**config.mk**
```make
export PLATFORM = sky130hd
export DESIGN_NAME = keypad_scan_ctrl
export DESIGN_NICKNAME = d
export VERILOG_FILES = /design/src/rtl/keypad_pkg.sv /design/src/rtl/keypad_sync.sv /design/src/rtl/keypad_scan_ctrl.sv
export SDC_FILE = /design/constraint.sdc
export NUM_CORES = 1
export LEC_CHECK = 0
export CAP_MARGIN = 30
export CORE_MARGIN = 2
export CORE_UTILIZATION = 29
export DETAILED_ROUTE_END_ITERATION = 16
export PLACE_DENSITY = 0.56
export SKIP_CTS_REPAIR_TIMING = 1
export SKIP_LAST_GASP = 1
export SLEW_MARGIN = 10
export SYNTH_ARGS = -nofsm -noshare
export SYNTH_HDL_FRONTEND = slang
export SYNTH_SLANG_ARGS = --single-unit
```
**constraint.sdc**
```tcl
create_clock -name clk -period 2 [get_ports clk]
set_input_delay 0.4 -clock clk [delete_from_list [all_inputs] [get_ports clk]]
set_output_delay 0.4 -clock clk [all_outputs]
set_load 0.02 [all_outputs]
```
**src/rtl/keypad_pkg.sv**
```systemverilog
// Shared types and constants for the 4x4 keypad scanner.
// Holds the scan FSM state encoding and the row priority helper.
package keypad_pkg;

  typedef enum logic [1:0] {
    SCAN,
    DEBOUNCE,
    PRESSED,
    RELEASE
  } state_t;

  localparam int NUM_ROWS = 4;
  localparam int NUM_COLS = 4;
  localparam logic [NUM_ROWS-1:0] ROWS_IDLE = 4'hF;

  // Lowest active-low row index wins when several rows read low.
  function automatic logic [1:0] low_row(
    input logic [NUM_ROWS-1:0] rs
  );
    logic [1:0] idx;
    idx = '0;
    for (int i = NUM_ROWS - 1; i >= 0; i--) begin
      if (!rs[i]) idx = 2'(i);
    end
    return idx;
  endfunction

endpackage

```
**src/rtl/keypad_sync.sv**
```systemverilog
// Two-flop synchronizer for the asynchronous keypad row lines.
// Resets to the all-released pattern so no phantom press is seen.
module keypad_sync
  import keypad_pkg::*;
(
  input  logic                clk,
  input  logic                rst,
  input  logic [NUM_ROWS-1:0] d,
  output logic [NUM_ROWS-1:0] q
);

  logic [NUM_ROWS-1:0] s1;

  always_ff @(posedge clk) begin
    if (rst) begin
      s1 <= ROWS_IDLE;
      q  <= ROWS_IDLE;
    end else begin
      s1 <= d;
      q  <= s1;
    end
  end

endmodule

```
**src/rtl/keypad_scan_ctrl.sv**
```systemverilog
// 4x4 keypad scan, debounce and key-code strobe.
// Define KEYPAD_REPEAT_EN for auto-repeat of key_valid while held.
module keypad_scan_ctrl
  import keypad_pkg::*;
#(
  parameter int SETTLE_CYCLES   = 1000,
  parameter int DEBOUNCE_CYCLES = 500000,
  parameter int REPEAT_CYCLES   = 25000000
) (
  input  logic                clk,
  input  logic                rst,
  input  logic [NUM_ROWS-1:0] rows,
  output logic [NUM_COLS-1:0] cols,
  output logic [3:0]          key,
  output logic                key_valid,
  output logic                key_held
);

  localparam int CMAX = (SETTLE_CYCLES > DEBOUNCE_CYCLES) ?
                        SETTLE_CYCLES : DEBOUNCE_CYCLES;
  localparam int CW = $clog2(CMAX) + 1;

  localparam logic [CW-1:0] SETTLE_END = CW'(SETTLE_CYCLES - 1);
  localparam logic [CW-1:0] DEB_END    = CW'(DEBOUNCE_CYCLES);
  // The cycle that first sees the release already counts as one.
  localparam logic [CW-1:0] REL_END    = CW'(DEBOUNCE_CYCLES - 1);

  logic [NUM_ROWS-1:0] rs;
  state_t              state, state_n;
  logic [1:0]          col, col_n;
  logic [1:0]          row, row_n;
  logic [CW-1:0]       cnt, cnt_n, cnt_inc;
  logic [3:0]          key_n;
  logic                key_valid_n;

`ifdef KEYPAD_REPEAT_EN
  localparam int RW = $clog2(REPEAT_CYCLES) + 1;
  localparam logic [RW-1:0] RPT_END = RW'(REPEAT_CYCLES - 1);

  logic [RW-1:0] rpt, rpt_n;
`endif

  keypad_sync u_sync (
    .clk (clk),
    .rst (rst),
    .d   (rows),
    .q   (rs)
  );

  always_ff @(posedge clk) begin
    if (rst) begin
      state     <= SCAN;
      col       <= '0;
      row       <= '0;
      cnt       <= '0;
      key       <= '0;
      key_valid <= 1'b0;
`ifdef KEYPAD_REPEAT_EN
      rpt       <= '0;
`endif
    end else begin
      state     <= state_n;
      col       <= col_n;
      row       <= row_n;
      cnt       <= cnt_n;
      key       <= key_n;
      key_valid <= key_valid_n;
`ifdef KEYPAD_REPEAT_EN
      rpt       <= rpt_n;
`endif
    end
  end

  assign cnt_inc = (cnt == '1) ? cnt : cnt + 1'b1;

  always_comb begin
    state_n     = state;
    col_n       = col;
    row_n       = row;
    cnt_n       = cnt;
    key_n       = key;
    key_valid_n = 1'b0;
`ifdef KEYPAD_REPEAT_EN
    rpt_n       = rpt;
`endif
    unique case (state)
      SCAN: begin
        if (cnt >= SETTLE_END) begin
          cnt_n = '0;
          if (rs != ROWS_IDLE) begin
            state_n = DEBOUNCE;
            row_n   = low_row(rs);
          end else begin
            col_n = col + 2'd1;
          end
        end else begin
          cnt_n = cnt_inc;
        end
      end
      DEBOUNCE: begin
        if (rs[row]) begin
          state_n = SCAN;
          col_n   = col + 2'd1;
          cnt_n   = '0;
        end else if (cnt >= DEB_END) begin
          state_n     = PRESSED;
          key_n       = {row, col};
          key_valid_n = 1'b1;
          cnt_n       = '0;
`ifdef KEYPAD_REPEAT_EN
          rpt_n       = '0;
`endif
        end else begin
          cnt_n = cnt_inc;
        end
      end
      PRESSED: begin
        if (rs[row]) begin
          state_n = RELEASE;
          cnt_n   = CW'(1);
        end
`ifdef KEYPAD_REPEAT_EN
        else if (rpt >= RPT_END) begin
          key_valid_n = 1'b1;
          rpt_n       = '0;
        end else begin
          rpt_n = rpt + 1'b1;
        end
`endif
      end
      RELEASE: begin
        if (!rs[row]) begin
          state_n = PRESSED;
          cnt_n   = '0;
`ifdef KEYPAD_REPEAT_EN
          rpt_n   = '0;
`endif
        end else if (cnt >= REL_END) begin
          state_n = SCAN;
          col_n   = col + 2'd1;
          cnt_n   = '0;
        end else begin
          cnt_n = cnt_inc;
        end
      end
      default: begin
        state_n = SCAN;
        cnt_n   = '0;
      end
    endcase
  end

  assign cols     = ~(NUM_COLS'(1) << col);
  assign key_held = (state == PRESSED) || (state == RELEASE);

endmodule

```
==> flow_summary.json <==
{
  "clkSinkCount": 39,
  "wl_per_cell_um": 12.2,
  "seq_area_um2": 797,
  "max_clock_freq_ghz": 0.493,
  "layout_common_cells": "buf_4, dfxtp_1, nand2_1",
  "netlist_top_cells_area": "dfxtp_1, nor2_1, xor2_1",
  "whs_path_depth": 1,
  "crit_required_ps": 2230,
  "grt-ovfl-total": 0,
  "synth_top_area_frac": 0.391,
  "htreeDepth": 2,
  "syn_area_um2": 2000,
  "cts_tree": "done",
  "setup_viol": 6,
  "route.met2.wl_mm": 2.07,
  "synth_top_area_cell": "dfxtp_1",
  "clock_latency_ps": 300,
  "hold_class": "register to register",
  "die-area_um2": 7570,
  "via_count": 1763,
  "max-slew-margin-rel": 0.697,
  "fill_cells": 637,
  "drc": 0,
  "period_needed_ps": 2030,
  "drt-total-wl_mm": 4.47,
  "syn_inst": 230,
  "yosys_warnings": 0,
  "synth_fp_nets": 242,
  "synthArstFlopShare": 0,
  "dr_wl_met3_um": 133,
  "grt_pass1_wl_mm": 7.40,
  "cts.clk_slew.worst_paths_ps": 80,
  "finalHoldViolations": 0,
  "syn_to_final_growth_pct": 45.6,
  "clockRootBuffer": "clkbuf_8",
  "final_antenna_net_count": 0,
  "ioPinCount": 16,
  "synth_edf_count": 0,
  "top_layer_used": "met4",
  "fin_skew_ps": 10.9,
  "path_buf_inv": 1,
  "worst_pin_slew_ps": 452,
  "syn_area_per_cell_um2": 8.69,
  "critPathKind": "register to register",
  "viasPerCell": 4.82,
  "crit_arrival_ps": 2260,
  "antenna_found_initial": 0,
  "critPathMaxStageDelay_ps": 540,
  "r2r_slack_ps": -30,
  "drt-initial-drc-count": 96,
  "crit_cells": 6,
  "reg2reg_depth": 6,
  "ys_seq_elements": 39,
  "seq_area_frac_synth": 0.391,
  "power.density_nw_per_um2": 534,
  "gp_congestion": 0.842,
  "dr.pass1.iters": 5,
  "layout-drive-gt1-share": 0.409,
  "grt_start_max_net_pins": 17,
  "slowest_stage": "mux4_2",
  "wl_met1_mm": 2.19,
  "fin_nets": 297,
  "die_y_um": 87.0,
  "numCtsBuffers": 5,
  "num_rows": 30,
  "fp.dieW_um": 87.0,
  "dpl.hpwl_mm": 3.20,
  "worst_slack_ps": -28.5,
  "status": "finished, violations left",
  "final_util": 0.433,
  "final_cells": 366,
  "start_kind": "register",
  "min_period_over_period": 1.01,
  "peakVddDrop_v": 0.000228,
  "power_leakage_nw": 1.22,
  "crit_family": "multiplexers",
  "violations": "setup timing",
  "multi_input_area_um2": 1340,
  "grt_pass1_vias": 1649,
  "antenna_cells": 0,
  "ys_types": 55,
  "port_buffers": 15,
  "cts_max_path_buffers": 2,
  "crit_chain": "mux4_2, or3b_4, o2bb2ai_4, a22oi_4, clkbuf_16, nor2_1",
  "dp.cells": 352,
  "rsz0062_at_grt": "true",
  "initial_core_util": 0.297,
  "final_common_cell": "buf_4",
  "drv_cap": 0,
  "end_kind": "register",
  "ys.flop_type": "dfxtp_1",
  "slew_violations": 0,
  "core-area_um2": 6720,
  "critPathMaxFanout": 6,
  "grt_usage": 0.122
}
==> synthesized netlist by cell type, types with 2 or more instances <==
master,number
and4_1,3
nor2_1,32
nor3_1,4
nand4_1,9
and2_1,2
inv_1,11
buf_2,2
clkbuf_1,7
and3_1,4
nand2_1,19
or2_2,11
o21ai_0,4
nor4_1,3
mux2i_1,5
xor2_1,10
nor2b_1,3
xnor2_1,2
nand3_1,7
a211oi_1,3
ha_1,6
a21oi_1,11
dfxtp_1,39
==> final cells by class <==
cell class | instances | share of cell area
multi-input combinational | 170 | 0.462
sequential | 39 | 0.274
timing repair buffer | 58 | 0.177
tap | 80 | 0.0344
clock buffer | 5 | 0.0236
clock inverter | 3 | 0.0150
inverter | 11 | 0.0142
==> per-stage QoR <==
step	TNS, ps	power (mW)	setup slack (ps)	area [um2]	hold WS, ps
finish	-74.6	1.55	-28.5	2910	413
global placement	-26.6	0.889	-14.6	2510	391
CTS	-562	1.56	-69.4	2620	414
floorplan	0	0.857	15.8	2010	389
detailed placement	-134	0.890	-60.2	2510	394
global route	-1220	1.62	-91.7	2910	429
==> routing by layer <==
layer,global-route usage,vias to the layer above
met5,0,-
met4,0.0625,0
met1,0.164,813
met3,0.0171,8
met2,0.192,29
li1,-,913
==> state kept, by name (all words and copies together) (netlist names), named ones only <==
| register | cells |
|---|---|
| row | 2 |
| cnt | 20 |
| u_sync.q | 4 |
| col | 2 |
| key_valid | 1 |
| state | 1 |
| key | 4 |
| u_sync.s1 | 4 |
==> final timing paths <==
path / start / to
hold / removal: u_sync.s1[2] / u_sync.q[2]
hold reg to reg: u_sync.s1[2] / u_sync.q[2]
setup reg to reg: row[0] / cnt[1]
setup / recovery: row[0] / cnt[1]
==> logic make-up (layout without fill, tap and decap cells) <==
kind of cell,Yosys count,after routing,synth area share
buffers and inverters,21,77,0.0445
AOI/OAI and AO/OA,35,35,0.139
and+or+nand+nor,110,110,0.294
adders and majority gates,6,6,0.0376
muxes,7,7,0.0420
xor gates and xnor gates,12,12,0.0526
DFF,39,39,0.391
==> report_power, final <==
group	switching, mW	internal, mW
combinational	0.0438	0.0467
sequential	0.00913	0.789
clock	0.294	0.371
total	0.347	1.21
(Power assumes the default switching activity.)
==> variant 1, RTL diff (same flow settings) <==
Build with the macro `KEYPAD_REPEAT_EN` defined.
--- a/src/rtl/keypad_scan_ctrl.sv
+++ b/src/rtl/keypad_scan_ctrl.sv
@@ -1,5 +1,7 @@
 // 4x4 keypad scan, debounce and key-code strobe.
 // Define KEYPAD_REPEAT_EN for auto-repeat of key_valid while held.
+`define KEYPAD_REPEAT_EN
+
 module keypad_scan_ctrl
   import keypad_pkg::*;
 #(
Function: same outputs for any inputs over 10 cycles, from zero or initial values and one cycle with rst high; that may be too few to reach the edited logic, so the function may still have changed.
==> variant 1 against the original RTL <==
  * The run still ends with setup timing left
  * Non-clock buffer count increased by 59
  * Design area increased by 84%
  * Area after synthesis increased by 78%
  * Sequential cell count increased by 26
  * Wire length increased by 120%
  * Clock skew decreased by 0.0047 ns
  * Worst setup slack got worse by 0.24 ns
  * Total power increased by 100%
  * Critical path type unchanged
==> variant 1: results (changes against the original RTL) <==
cells_and_area:
  fillCellCount: 1127  # +77%
  layout.nets: 564  # +90%
  drive_gt1_frac: 0.3455  # -0.06364
  final_cells: 697  # +90%
  top_regs: "rpt: 26 flops, cnt: 20 flops"
  largest_reg_flops: 26  # +30%
  diodes: 0  # unchanged
worst_setup_path:
  crit_fanout: 7  # +1
  worst_path_max_delay_cell: "or4b_1"
  cp_data_arrival_time_ns: 2.52  # +0.26 ns
  cpPeakStageDelay_ns: 0.43  # -0.11 ns
  critPathTopFamily: "simple AND/OR/NAND/NOR gates"
clock_network:
  cts.htree.levels: 3  # +1
  clock_latency_ns: 0.33  # +0.03 ns
  cts_buffers: 9  # +4
  clk_pin_slew_ns: 0.05  # -0.03 ns
  root_buffer: "clkbuf_16"
run_status:
  outcome: "finished with violations"
  violations: "setup timing"
global_routing:
  track_usage: 0.1471  # +0.02479
  grt_pass1_vias: 3286  # +99%
  grt_max_degree: 22  # +5
  grt_pass1_wl_mm: 15.50  # +110%
power_and_ir_drop:
  p_leak_uw: 0.002056  # +68%
  max-vdd-ir-drop_v: 0.0003702  # +62%
synth:
  synth_nets: 457  # +89%
  synthTopCellsByArea: "dfxtp_1 37%, nand2_1 4.7%, ha_1 4.6%"
  synth_cell_type_count: 56  # +1.8%
  synth_top_area_cell: "dfxtp_1"
  ys_seq_area_frac: 0.3665  # -0.02428
  synthTopCellsByCount: "65 x dfxtp_1, 44 x nand2_1, 42 x nor2_1, 32 x nand3_1, 27 x a21oi_1"
  syn_area_per_cell_sq_um: 8.107  # -6.7%
sta:
  fin_setup_tns_ns: -4.832  # -4.757 ns
  setup_viol: 48  # +42
  fin_skew_ns: 0.006165  # -0.004712 ns
  setup_slack_ns: -0.2673  # -0.2388 ns
  worstMarginPinSlew_ns: 0.4531  # +0.001368 ns
route:
  routed-via-count: 3543  # +100%
  drt_iter0_drc: 210  # +120%
  dr.pass1.iters: 4  # -1
  wire_per_inst_um: 14.28  # +17%
placement:
  pre_cts_ws_ns: -0.3547  # -0.2944 ns
  placedCellCount: 666  # +89%
  detailed_place.area_sq_um: 4524  # +81%
  gp_congestion: 0.8527  # +1.3%
  dp_hpwl_mm: 6.801  # +110%
worst_hold_path:
  worstHoldPathType: "register to register"
==> variant 1: final cells by class <==
cell class,count,area (sq um),area share
clock inverters,2,60.06,0.01124
clock buffers,14,264.0,0.04940
repair buffers,117,1035,0.1936
flip-flops and latches,65,1309,0.2449
inverters,18,67.56,0.01264
well taps,147,183.9,0.03442
multi-input cells,334,2425,0.4538
==> variant 1: cell families after synthesis <==
group                      count (synthesis)  synth area share
muxes                                      3           0.01198
and+or+nand+nor                          202            0.2970
AOI/OAI and AO/OA                         94            0.1790
xor gates and xnor gates                  21           0.05180
DFF                                       65            0.3665
buffers and inverters                     40           0.04792
adders and majority gates                 13           0.04581
==> variant 1: layer usage <==
metal	GRT usage	wire length, um
met1	0.1914	4651
met2	0.2410	4808
met3	0.03653	371
met4	0.04309	118
met5	0	0
==> variant 1: path summary, 6_finish.rpt <==
| check | startpoint | slack [ns] | to | cells past startpoint |
|---|---|---|---|---|
| min reg2reg | u_sync.s1[2]$_SDFF_PP1_ | 0.40 | u_sync.q[2]$_SDFF_PP1_ | 1 |
| max | cnt[6]$_SDFFE_PP0P_ | -0.27 | cnt[6]$_SDFFE_PP0P_ | 8 |
| max reg2reg | cnt[6]$_SDFFE_PP0P_ | -0.27 | cnt[6]$_SDFFE_PP0P_ | 8 |
| min | u_sync.s1[2]$_SDFF_PP1_ | 0.40 | u_sync.q[2]$_SDFF_PP1_ | 1 |
==> variant 1: where the power goes <==
group | leakage [uW] | switching [uW] | internal, uW
clock network | 0.000157 | 553 | 1160
logic | 0.00137 | 59.6 | 60.5
registers | 0.000529 | 8.22 | 1310
==> variant 2, RTL diff (same flow settings) <==
Without the edit above. Remove the register `key_valid`: a continuous assignment takes its place, so the output `key_valid` follows one clock earlier.
--- a/src/rtl/keypad_scan_ctrl.sv
+++ b/src/rtl/keypad_scan_ctrl.sv
@@ -54,7 +54,6 @@
       row       <= '0;
       cnt       <= '0;
       key       <= '0;
-      key_valid <= 1'b0;
 `ifdef KEYPAD_REPEAT_EN
       rpt       <= '0;
 `endif
@@ -64,12 +63,13 @@
       row       <= row_n;
       cnt       <= cnt_n;
       key       <= key_n;
-      key_valid <= key_valid_n;
 `ifdef KEYPAD_REPEAT_EN
       rpt       <= rpt_n;
 `endif
     end
   end
+
+  assign key_valid = key_valid_n;
 
   assign cnt_inc = (cnt == '1) ? cnt : cnt + 1'b1;
 
Behaviour: no difference found for any inputs over 10 cycles, from zero or initial values and one cycle with rst high; that may be too few to reach the edited logic, so the function may still have changed.
==> variant 2 against the original RTL <==
  * Total power fell by 2.2%
  * Area after synthesis increased by 1.5%
  * Worst setup slack better by 0.033 ns
  * Count of clock-buffer cells in the layout stayed put
  * Design area is 4.7% lower
  * Critical path type is now register to primary output
  * Sequential cell count fell by 1
  * Wire length is 7.2% lower
  * Core utilization shrank 2.5 points
  * Worst hold slack worse by 0.00072 ns
  * Critical endpoint is now key_valid
==> variant 2: results (changes against the original RTL) <==
synth:
  yosys-mux-area-fraction: 0.05614  # +0.01418
  synth_cell_type_count: 49  # -11%
  synth_compound_area_frac: 0.09562  # -0.04339
  synth_nets: 240  # -0.83%
  synth_xor_area_frac: 0.06477  # +0.01218
  ys_seq_area_frac: 0.3751  # -0.01566
  ys_async_sr_fraction: 0  # unchanged
  synthTopCellsByArea: "dfxtp_1 38%, xor2_1 4.3%, nor2_1 4.1%"
  synthAdderAreaFrac: 0.03701  # -0.0005563
  synthTopCellsByCount: "38 x dfxtp_1, 22 x nor2_1, 18 x nand2_1, 16 x inv_1, 13 x nand3_1"
  postSynthCellCount: 228  # -0.87%
sta:
  fin_skew_ns: 0.006125  # -0.004751 ns
  worstMarginPinSlew_ns: 0.3493  # -0.1024 ns
  hold_viol_final: 0  # unchanged
worst_setup_path:
  crit_fanout: 2  # -4
  critPathTopFamily: "multiplexers"
  reg2reg_from: "row[0]$_SDFFE_PP0P_"
  cpPeakStageDelay_ns: 0.54  # about the same
  cp_data_arrival_time_ns: 1.60  # -0.66 ns
  start_kind: "register"
global_routing:
  track_usage: 0.1154  # -0.006976
  antenna_found_initial: 0  # unchanged
  grt_pass1_vias: 1553  # -5.8%
  grt_pass1_wl_mm: 6.948  # -6.1%
  grt_max_degree: 20  # +3
placement:
  placedCellCount: 375  # +6.5%
  dp_hpwl_mm: 3.157  # -1.4%
  detailed_place.area_sq_um: 2587  # +3.2%
  gp_congestion: 0.7962  # -5.4%
  pre_cts_ws_ns: -0.1910  # -0.1308 ns
power_and_ir_drop:
  p_leak_uw: 0.001144  # -6.5%
  max-vdd-ir-drop_v: 0.0003302  # +45%
route:
  met3_length_um: 105  # -21%
  vias_per_cell: 4.351  # -9.7%
  drt_iter0_drc: 62  # -35%
  wl_met1_mm: 2.022  # -7.6%
  dr.pass1.iters: 4  # -1
  wl_met2_mm: 1.943  # -6.2%
  wire_per_inst_um: 10.77  # -12%
worst_hold_path:
  worstHoldPathType: "register to register"
clock_network:
  clockBufferDepth: 2  # unchanged
  root_buffer: "clkbuf_8"
cells_and_area:
  fillCellCount: 670  # +5.2%
  final_cells: 385  # +5.2%
  drive_gt1_frac: 0.3529  # -0.05615
  top_register: "cnt"
  diodes: 0  # unchanged
  layout.nets: 300  # +1.0%
  largest_reg_flops: 20  # unchanged
run_status:
  outcome: "completed"
==> variant 2: per-stage QoR <==
stage	power, uW	utilization
floorplan	842.9	-
global placement	877.1	0.3808
detailed placement	878.1	0.3808
CTS	1543	0.3976
global route	1590	0.4083
finish	1520	0.4083
==> variant 2: layout make-up <==
class,count,area share
Clock inverter,3,0.01624
Clock buffer,5,0.02481
Timing Repair Buffer,60,0.1836
Inverter,16,0.02165
Sequential cell,38,0.2760
Multi-Input combinational cell,167,0.4344
Tap cell,96,0.04330
==> variant 2: final timing paths <==
| check | to | slack, ns | cells after the start |
|---|---|---|---|
| max reg2reg | cnt[7]$_SDFFE_PP0P_ | 0.06 | 8 |
| min | u_sync.q[2]$_SDFF_PP1_ | 0.41 | 1 |
| max | key_valid | 0.004 | 5 |
| min reg2reg | u_sync.q[2]$_SDFF_PP1_ | 0.41 | 1 |
==> variant 2: metal layers <==
metal	track usage	vias to the layer above
met5	0	-
met4	0.04615	0
met3	0.02922	5
met2	0.1887	17
met1	0.1454	746
li1	-	907
==> variant 2: power breakdown <==
part,switching (uW),total [uW],internal [uW]
logic,40.8,84.0,43.2
registers,7.32,776,769
clock network,289,660,371
==> variant 2: cell families after synthesis <==
group | after synthesis
compound gates | 28
xor+xnor | 15
fa+ha+maj | 6
buf+inv | 23
flops | 38
mux | 10
simple gates | 108
==> variant 2: worst register-to-register path, stage by stage (launching register included) <==
cell and delay [ns]:
dfxtp_2 0.35, mux4_2 0.54, buf_4 0.19, o2111ai_1 0.19, a21oi_1 0.06, buf_4 0.17
nand3_1 0.10, xor2_1 0.20, nor2_2 0.04
